--- src/rtl/sensor_deser.sv ---
`default_nettype none
// ============================================================================
// Module   : sensor_deser
// Purpose  : Dual-lane serial sensor deserialiser with sync-word framing and
//            a 2-entry AXI4-Stream output FIFO.
// Revision : 1.0 - initial release
// ============================================================================
module sensor_deser #(
    parameter int          PIXEL_WIDTH = 14,
    parameter int          LINE_PAIRS  = 80,
    parameter int          FRAME_LINES = 120,
    parameter logic [15:0] SYNC_SOF    = 16'hFFF0,
    parameter logic [15:0] SYNC_SOL    = 16'hFFE0
) (
    input  logic        aclk,
    input  logic        aresetn,
    input  logic        sensor_ena,
    input  logic        sample_ena,
    input  logic        sensor_data_even,
    input  logic        sensor_data_odd,
    output logic [31:0] m_axis_tdata,
    output logic        m_axis_tvalid,
    input  logic        m_axis_tready,
    output logic        m_axis_tuser,
    output logic        m_axis_tlast,
    output logic [7:0]  line_cnt,
    output logic        frame_done,
    output logic        overflow,
    output logic        trunc,
    input  logic        err_clr
);

    localparam int             BW        = (PIXEL_WIDTH > 1) ? $clog2(PIXEL_WIDTH) : 1;
    localparam int             PCW       = (LINE_PAIRS > 1) ? $clog2(LINE_PAIRS) : 1;
    localparam logic [BW-1:0]  BIT_LAST  = BW'(PIXEL_WIDTH - 1);
    localparam logic [PCW-1:0] PAIR_LAST = PCW'(LINE_PAIRS - 1);
    localparam logic [7:0]     LINE_LAST = 8'(FRAME_LINES - 1);

    typedef enum logic [1:0] {
        ST_IDLE    = 2'd0,
        ST_HUNT    = 2'd1,
        ST_PAYLOAD = 2'd2
    } state_t;

    // Assertion passes straight through; release is delayed two aclk edges.
    logic [1:0] rst_sync_q;
    logic       rst_n;

    always_ff @(posedge aclk or negedge aresetn) begin
        if (!aresetn) rst_sync_q <= 2'b00;
        else          rst_sync_q <= {rst_sync_q[0], 1'b1};
    end
    assign rst_n = rst_sync_q[1];

    state_t           state_q, state_d;
    logic [15:0]      sh_even_q, sh_even_d, sh_odd_q, sh_odd_d;
    logic [BW-1:0]    bit_cnt_q, bit_cnt_d;
    logic [PCW-1:0]   pair_cnt_q, pair_cnt_d;
    logic [7:0]       line_cnt_q, line_cnt_d;
    logic             tuser_pend_q, tuser_pend_d;
    logic             frame_done_q, frame_done_d;
    logic             overflow_q, overflow_d;
    logic             trunc_q, trunc_d;
    logic [33:0]      mem_q [2];
    logic             wr_ptr_q, wr_ptr_d, rd_ptr_q, rd_ptr_d;
    logic [1:0]       count_q, count_d;
    logic             wr_req, push, pop;
    logic [33:0]      wr_entry;

    always_comb begin
        state_d      = state_q;
        sh_even_d    = sh_even_q;
        sh_odd_d     = sh_odd_q;
        bit_cnt_d    = bit_cnt_q;
        pair_cnt_d   = pair_cnt_q;
        line_cnt_d   = line_cnt_q;
        tuser_pend_d = tuser_pend_q;
        frame_done_d = 1'b0;
        overflow_d   = overflow_q & ~err_clr;
        trunc_d      = trunc_q & ~err_clr;
        wr_req       = 1'b0;
        wr_entry     = '0;

        if (sample_ena && state_q != ST_IDLE) begin
            sh_even_d = {sh_even_q[14:0], sensor_data_even};
            sh_odd_d  = {sh_odd_q[14:0], sensor_data_odd};
        end

        unique case (state_q)
            ST_IDLE: begin
                sh_even_d    = '0;
                sh_odd_d     = '0;
                bit_cnt_d    = '0;
                pair_cnt_d   = '0;
                tuser_pend_d = 1'b0;
                if (sensor_ena) state_d = ST_HUNT;
            end
            ST_HUNT: begin
                if (!sensor_ena) begin
                    state_d = ST_IDLE;
                end else if (sample_ena) begin
                    if (sh_even_d == SYNC_SOF && sh_odd_d == SYNC_SOF) begin
                        state_d      = ST_PAYLOAD;
                        line_cnt_d   = '0;
                        tuser_pend_d = 1'b1;
                        bit_cnt_d    = '0;
                        pair_cnt_d   = '0;
                    end else if (sh_even_d == SYNC_SOL && sh_odd_d == SYNC_SOL) begin
                        state_d    = ST_PAYLOAD;
                        bit_cnt_d  = '0;
                        pair_cnt_d = '0;
                    end
                end
            end
            ST_PAYLOAD: begin
                if (!sensor_ena) begin
                    state_d = ST_IDLE;
                    trunc_d = 1'b1;
                end else if (sample_ena) begin
                    if (bit_cnt_q == BIT_LAST) begin
                        bit_cnt_d    = '0;
                        wr_req       = 1'b1;
                        wr_entry     = {tuser_pend_q, (pair_cnt_q == PAIR_LAST),
                                        16'(sh_odd_d[PIXEL_WIDTH-1:0]),
                                        16'(sh_even_d[PIXEL_WIDTH-1:0])};
                        tuser_pend_d = 1'b0;
                        if (pair_cnt_q == PAIR_LAST) begin
                            pair_cnt_d = '0;
                            state_d    = ST_HUNT;
                            if (line_cnt_q == LINE_LAST) begin
                                line_cnt_d   = '0;
                                frame_done_d = 1'b1;
                            end else begin
                                line_cnt_d = line_cnt_q + 8'd1;
                            end
                        end else begin
                            pair_cnt_d = pair_cnt_q + 1'b1;
                        end
                    end else begin
                        bit_cnt_d = bit_cnt_q + 1'b1;
                    end
                end
            end
            default: state_d = ST_IDLE;
        endcase

        // A full FIFO still accepts the write when the head leaves this cycle.
        pop  = (count_q != 2'd0) && m_axis_tready;
        push = wr_req && ((count_q != 2'd2) || pop);
        if (wr_req && !push) overflow_d = 1'b1;

        wr_ptr_d = push ? ~wr_ptr_q : wr_ptr_q;
        rd_ptr_d = pop  ? ~rd_ptr_q : rd_ptr_q;
        count_d  = count_q + {1'b0, push} - {1'b0, pop};
    end

    always_ff @(posedge aclk or negedge rst_n) begin
        if (!rst_n) begin
            state_q      <= ST_IDLE;
            sh_even_q    <= '0;
            sh_odd_q     <= '0;
            bit_cnt_q    <= '0;
            pair_cnt_q   <= '0;
            line_cnt_q   <= '0;
            tuser_pend_q <= 1'b0;
            frame_done_q <= 1'b0;
            overflow_q   <= 1'b0;
            trunc_q      <= 1'b0;
            mem_q        <= '{default: '0};
            wr_ptr_q     <= 1'b0;
            rd_ptr_q     <= 1'b0;
            count_q      <= 2'd0;
        end else begin
            state_q      <= state_d;
            sh_even_q    <= sh_even_d;
            sh_odd_q     <= sh_odd_d;
            bit_cnt_q    <= bit_cnt_d;
            pair_cnt_q   <= pair_cnt_d;
            line_cnt_q   <= line_cnt_d;
            tuser_pend_q <= tuser_pend_d;
            frame_done_q <= frame_done_d;
            overflow_q   <= overflow_d;
            trunc_q      <= trunc_d;
            if (push) mem_q[wr_ptr_q] <= wr_entry;
            wr_ptr_q     <= wr_ptr_d;
            rd_ptr_q     <= rd_ptr_d;
            count_q      <= count_d;
        end
    end

    assign m_axis_tvalid = (count_q != 2'd0);
    assign m_axis_tuser  = mem_q[rd_ptr_q][33];
    assign m_axis_tlast  = mem_q[rd_ptr_q][32];
    assign m_axis_tdata  = mem_q[rd_ptr_q][31:0];
    assign line_cnt      = line_cnt_q;
    assign frame_done    = frame_done_q;
    assign overflow      = overflow_q;
    assign trunc         = trunc_q;

endmodule
`default_nettype wire

--- config.mk ---
export PLATFORM = sky130hd
export DESIGN_NAME = sensor_deser
export DESIGN_NICKNAME = d
export VERILOG_FILES = /design/src/rtl/sensor_deser.sv
export SDC_FILE = /design/constraint.sdc
export NUM_CORES = 1
export LEC_CHECK = 0
export BUFFER_PORTS_ARGS = -buffer_cell sky130_fd_sc_hd__buf_2
export CORE_MARGIN = 2
export CORE_UTILIZATION = 59
export CTS_CLUSTER_DIAMETER = 30
export CTS_CLUSTER_SIZE = 40
export DETAILED_ROUTE_END_ITERATION = 12
export HOLD_SLACK_MARGIN = 0.12
export PLACE_DENSITY = 0.83
export SYNTH_ARGS = -nofsm -noshare
export SYNTH_HDL_FRONTEND = slang
export SYNTH_SLANG_ARGS = --single-unit
export TNS_END_PERCENT = 30
--- constraint.sdc ---
create_clock -name aclk -period 4.4 [get_ports aclk]
set_input_delay 0.22 -clock aclk [delete_from_list [all_inputs] [get_ports aclk]]
set_output_delay 0.22 -clock aclk [all_outputs]
set_load 0.02 [all_outputs]
# After elaboration in Yosys (flattened, before gate mapping)
# Index checks and enable logic that the tools add are counted.
[totals]
regBits = 131
output_inout_bits = 46
[op_classes]
n_addsub = 5
n_lt_le_gt_ge = 3
n_eq_ne = 24
n_mux = 70
bitwise = 7
reduce_logical = 19
[ops]
columns = ["op", "n"]
rows = [
  ["34-bit two-way mux", 8],
  ["68-bit bitwise mux", 1],
  ["16-bit equality test, second input constant", 4],
  ["16-bit two-way mux", 4],
  ["8-bit two-way mux", 8],
  ["7-bit two-way mux", 8],
  ["34-bit demux with 1-bit select", 1],
  ["4-bit two-way mux", 7],
  ["7-bit one-hot mux with 3 select lines", 1],
  ["1-bit two-way mux", 19],
  ["2-bit two-way mux", 9],
  ["2-bit != test, second input constant", 9],
  ["8-bit one-hot mux with 2 select lines", 1],
  ["3-bit != test, second input constant", 5],
  ["7-bit AND reduction", 2],
  ["4-bit one-hot mux with 3 select lines", 1],
  ["6-bit AND reduction", 2],
  ["8-bit by 1-bit adder with 8-bit output, second input constant", 1],
  ["8-bit by 7-bit equality test with 1-bit output, second input constant", 1],
  ["8-bit AND reduction", 1],
  ["7-bit by 1-bit adder with 7-bit output, second input constant", 1],
  ["7-bit equality test, second input constant", 1],
  ["1-bit logical AND", 7],
  ["2-bit one-hot mux with 3 select lines", 1],
  ["18 further kinds", 25],
]

# Logic depth before layout (Yosys ltp)
[depth]
ltp_word = 10
ltp_mapped = 10

# Worst setup path before layout
# Ideal clock, no wire load.
[synth_timing]
path_kind = "register -> register"
from = "register sh_odd_q[0]"
to = "register line_cnt_q[0] (netlist: line_cnt[0])"
arrival_ps = 1954
setup_slack_ps = 2326
path_stages_with_launch = 7
path_buffers = 1
synth_period_minus_slack_ps = 2074
path_cell_list = "dfrtp_1 -> or4b_4 -> nor4_4 -> o211ai_4 -> or3_1 -> buf_6 -> a31o_1"
[synth_via]
elab_chain_cells = 5
[synth_rtl]
columns = ["element", "line_no", "rtl"]
rows = [
  ["from (decl)", "56", "logic [15:0] sh_even_q, sh_even_d, sh_odd_q, sh_odd_d;"],
  ["from (signal assigned)", "176", "sh_odd_q <= sh_odd_d;"],
  ["16-bit two-way mux", "84", "if (sample_ena && state_q != ST_IDLE) begin"],
  ["16-bit equality test", "102", "if (sh_even_d == SYNC_SOF && sh_odd_d == SYNC_SOF) begin"],
  ["1-bit logical AND", "102", ""],
  ["2-bit != test (no source line)", "n/a", ""],
  ["8-bit AND reduction (no source line)", "n/a", ""],
  ["to (signal assigned)", "179", "line_cnt_q <= line_cnt_d;"],
  ["to (decl)", "59", "logic [7:0] line_cnt_q, line_cnt_d;"],
]
# Every way passes these cells.
# A chain may end at the register's enable or synchronous reset.

# Worst setup path in the final report
[layout_timing]
from = "register state_q[1]"
to = "register line_cnt_q[7] (netlist: line_cnt[7])"
[layout_via]
elab_chain_cells = 7
[layout_rtl]
columns = ["element", "line_no", "rtl"]
rows = [
  ["from (decl)", "55", "state_t state_q, state_d;"],
  ["from (signal assigned)", "174", "state_q <= state_d;"],
  ["2-bit nonzero test", "84", ""],
  ["1-bit logical AND", "84", ""],
  ["16-bit two-way mux", "84", ""],
  ["16-bit equality test", "102", ""],
  ["1-bit logical AND", "102", ""],
  ["2-bit != test (no source line)", "n/a", ""],
  ["8-bit AND reduction (no source line)", "n/a", ""],
]
# Several ways; a longest one is shown, not always the timed one.

==> impl_results.md <==
* Design Area, Final at 0.00665 mm²
* Synth area leaders: dfrtp_1, mux2_2, mux2i_1, nor2_1, nand2_1
* CTS tree: built
* CTS Root Cell: clkbuf_8
* Crit path required time at 4.80 ns
* VDD IR max at 0.251 mV
* Placed Area at 0.00603 mm²
* Crit. End Element: register
* Total GRT Usage at 0.254
* Slowest CP cell: dfrtp_1
* Site row count at 35
* Crit path time final at 2.56 ns
* Final core utilization at 0.716
* GPL Wtd Cong at 0.905
* Clk buf depth at 2
* Largest stage delay on the critical path at 0.57 ns
* Syn. warnings at 0
* Total Power at 2.45 mW
* WP buf/inv at 0
* Slew Limit Fails at 0
* # DRC at 0
* Share of cells above drive strength 1 at 0.230
* Final nets at 609
* Synth top area share at 0.542
* Asr flop ratio synth at 1.00
* Area grow syn2layout at 17.1%
* Die X at 102 µm
* Syn avg cell area at 10.5 µm²
* Worst Setup Slack, final at 1.84 ns
* Place WS at 1.89 ns
* Top_reg_cell synth: dfrtp_1
* Global-route wire length before repair at 20400 µm
* HPWL after DPL at 7990 µm
* Antenna violations before repair at 0
* Crit-path cells: o21ai_4, nor4b_2, o211ai_4, or3_1, a31o_1
* Worst setup SP type: register
* DRT Pass-1 Iters at 5
* Final worst-path cycle share at 0.581
* Wire per inst at 16.8 µm
* Vias/cell at 5.93
* CTS Sinks at 123
* Slew margin rel. at 0.228
* Largest net degree at the start of global routing at 94
* Max Freq at 391 MHz
* Via count at 4368
* CTS buffer count at 17
* Setup TNS at 0 ns
* Static leakage at 3.27 nW
* ANT cells at 0
* Clk_skew at 0.00568 ns
* Die ar. at 0.0104 mm²
* Starting density of the core at 0.611
* Fillers at 656
* Top cells by count, synth: dfrtp_1, nor2_1, nand2_1, o21ai_0
* Vert. Die Dim at 102 µm
* Critical Path AT at 2.96 ns
* Clock transition at path regs at 0.06 ns
* Post-synth cell types at 52
* H-tree levels at 4
* Mapped cell area at 0.00567 mm²
* Top-count cell post-synth: dfrtp_1
* Final Hold Fails at 0
* Vias in the first global route at 4246
* RSZ-0062 raised after global routing: no
* Dominant cell type by area after synthesis: dfrtp_1
* Antenna-violating nets left at 0
* Setup violators final at 0
* Hold WC Path Type: in -> reg
* Worst skew pair latency at 0.52 ns
* I/O pin count at 54
* Cells after synthesis at 540
* Max cap viols at 0
* PortBufs at 49
* Worst Max-Slew Pin Slew at 1.16 ns
* Post-synthesis sequential area ratio at 0.542
* Post-CTS Resized at 0
* Gr ovfl total at 0
* Setup CP Type: reg -> reg
* Number of synthesized register bits at 123
* Area of the core at 0.00928 mm²
* Routed WL at 12300 µm
* PD cells at 368 mW/mm²
* Post-synth EDFFs at 0
* CP delay by family, top: simple AND/OR/NAND/NOR gates
* Status: completed
* DR iter-0 viols at 320
* Worst-path maximum fanout at 16
* Post-CTS Setup Bufs at 0
[flip-flops by register name, indices dropped and copies added, names as in the netlist]
register	count
bit_cnt_q	4
count_q	2
frame_done	1
line_cnt	8
mem_q	60
overflow	1
pair_cnt_q	7
rd_ptr_q	1
rst_sync_q	2
sh_even_q	16
sh_odd_q	16
state_q	2
trunc	1
tuser_pend_q	1
wr_ptr_q	1
[cell usage in the layout, fill, tap and decap left out, types with 7 or more instances in the layout]
| cell type | instances |
|---|---|
| a21oi_1 | 34 |
| a31o_1 | 8 |
| buf_2 | 49 |
| buf_4 | 7 |
| clkbuf_16 | 16 |
| dfrtp_1 | 122 |
| dlygate4sd3_1 | 8 |
| mux2_2 | 34 |
| mux2i_1 | 33 |
| nand2_1 | 53 |
| nand3_1 | 18 |
| nor2_1 | 69 |
| o21ai_0 | 37 |
[kinds of logic after synthesis]
| kind of cell | share of synthesized area |
|---|---|
| simple gates | 0.153 |
| flops | 0.542 |
| compound gates | 0.125 |
| mux | 0.126 |
| buf+inv | 0.0298 |
| fa+ha+maj | 0.0132 |
| xor+xnor | 0.00926 |
| other cells | 0.00132 |
[path summary, 6_finish.rpt]
kind                                               from                       end  slack [ns]  depth (start not counted)
worst max-delay path             state_q[1]$_DFFE_PN0P_   line_cnt[7]$_DFFE_PN0P_        1.84                          5
min in group asynchronous                       aresetn   rst_sync_q[1]$_DFF_PN0_        0.54                          3
max in group asynchronous       rst_sync_q[1]$_DFF_PN0_  tuser_pend_q$_DFFE_PN0P_        2.81                          1
worst max register to register   state_q[1]$_DFFE_PN0P_   line_cnt[7]$_DFFE_PN0P_        1.84                          5
worst min register to register  rst_sync_q[0]$_DFF_PN0_   rst_sync_q[1]$_DFF_PN0_        0.36                          0
worst min-delay path                         sample_ena    state_q[0]$_DFFE_PN0P_        0.17                          2
[cell type report]
class	count	area, µm²	share of cell area
Timing Repair Buffer	64	378	0.0569
Tap cell	129	161	0.0243
Multi-Input combinational cell	383	2460	0.371
Clock inverter	13	95.1	0.0143
Sequential cell	123	3080	0.464
Inverter	6	22.5	0.00339
Clock buffer	19	442	0.0665
[power breakdown]
part           switching [mW]  internal (mW)
sequential             0.0191           1.13
clock                   0.513          0.722
combinational          0.0362         0.0200
[routing by layer]
layer / global-route usage / vias up / part of all wire
met2: 0.405 / 162 / 0.49
met1: 0.341 / 2163 / 0.44
met4: 0.101 / 0 / 0.020
met5: 0 / - / 0
met3: 0.0575 / 28 / 0.050
li1: - / 2015 / -
[per-stage QoR]
step                hold WS, ns  instances
finish                    0.169        737
global route              0.200        737
CTS                       0.159        737
detailed placement      0.00586        697
global placement        0.00424        697
floorplan               -0.0756        543
[repair_timing]
| item | CTS | global route |
|---|---|---|
| endpoints found under the setup margin | 0 | 0 |
| hold buffers | 8 | 0 |
| hold endpoints to repair | 10 | 0 |
Note: power is estimated with default switching activity, not from simulation.
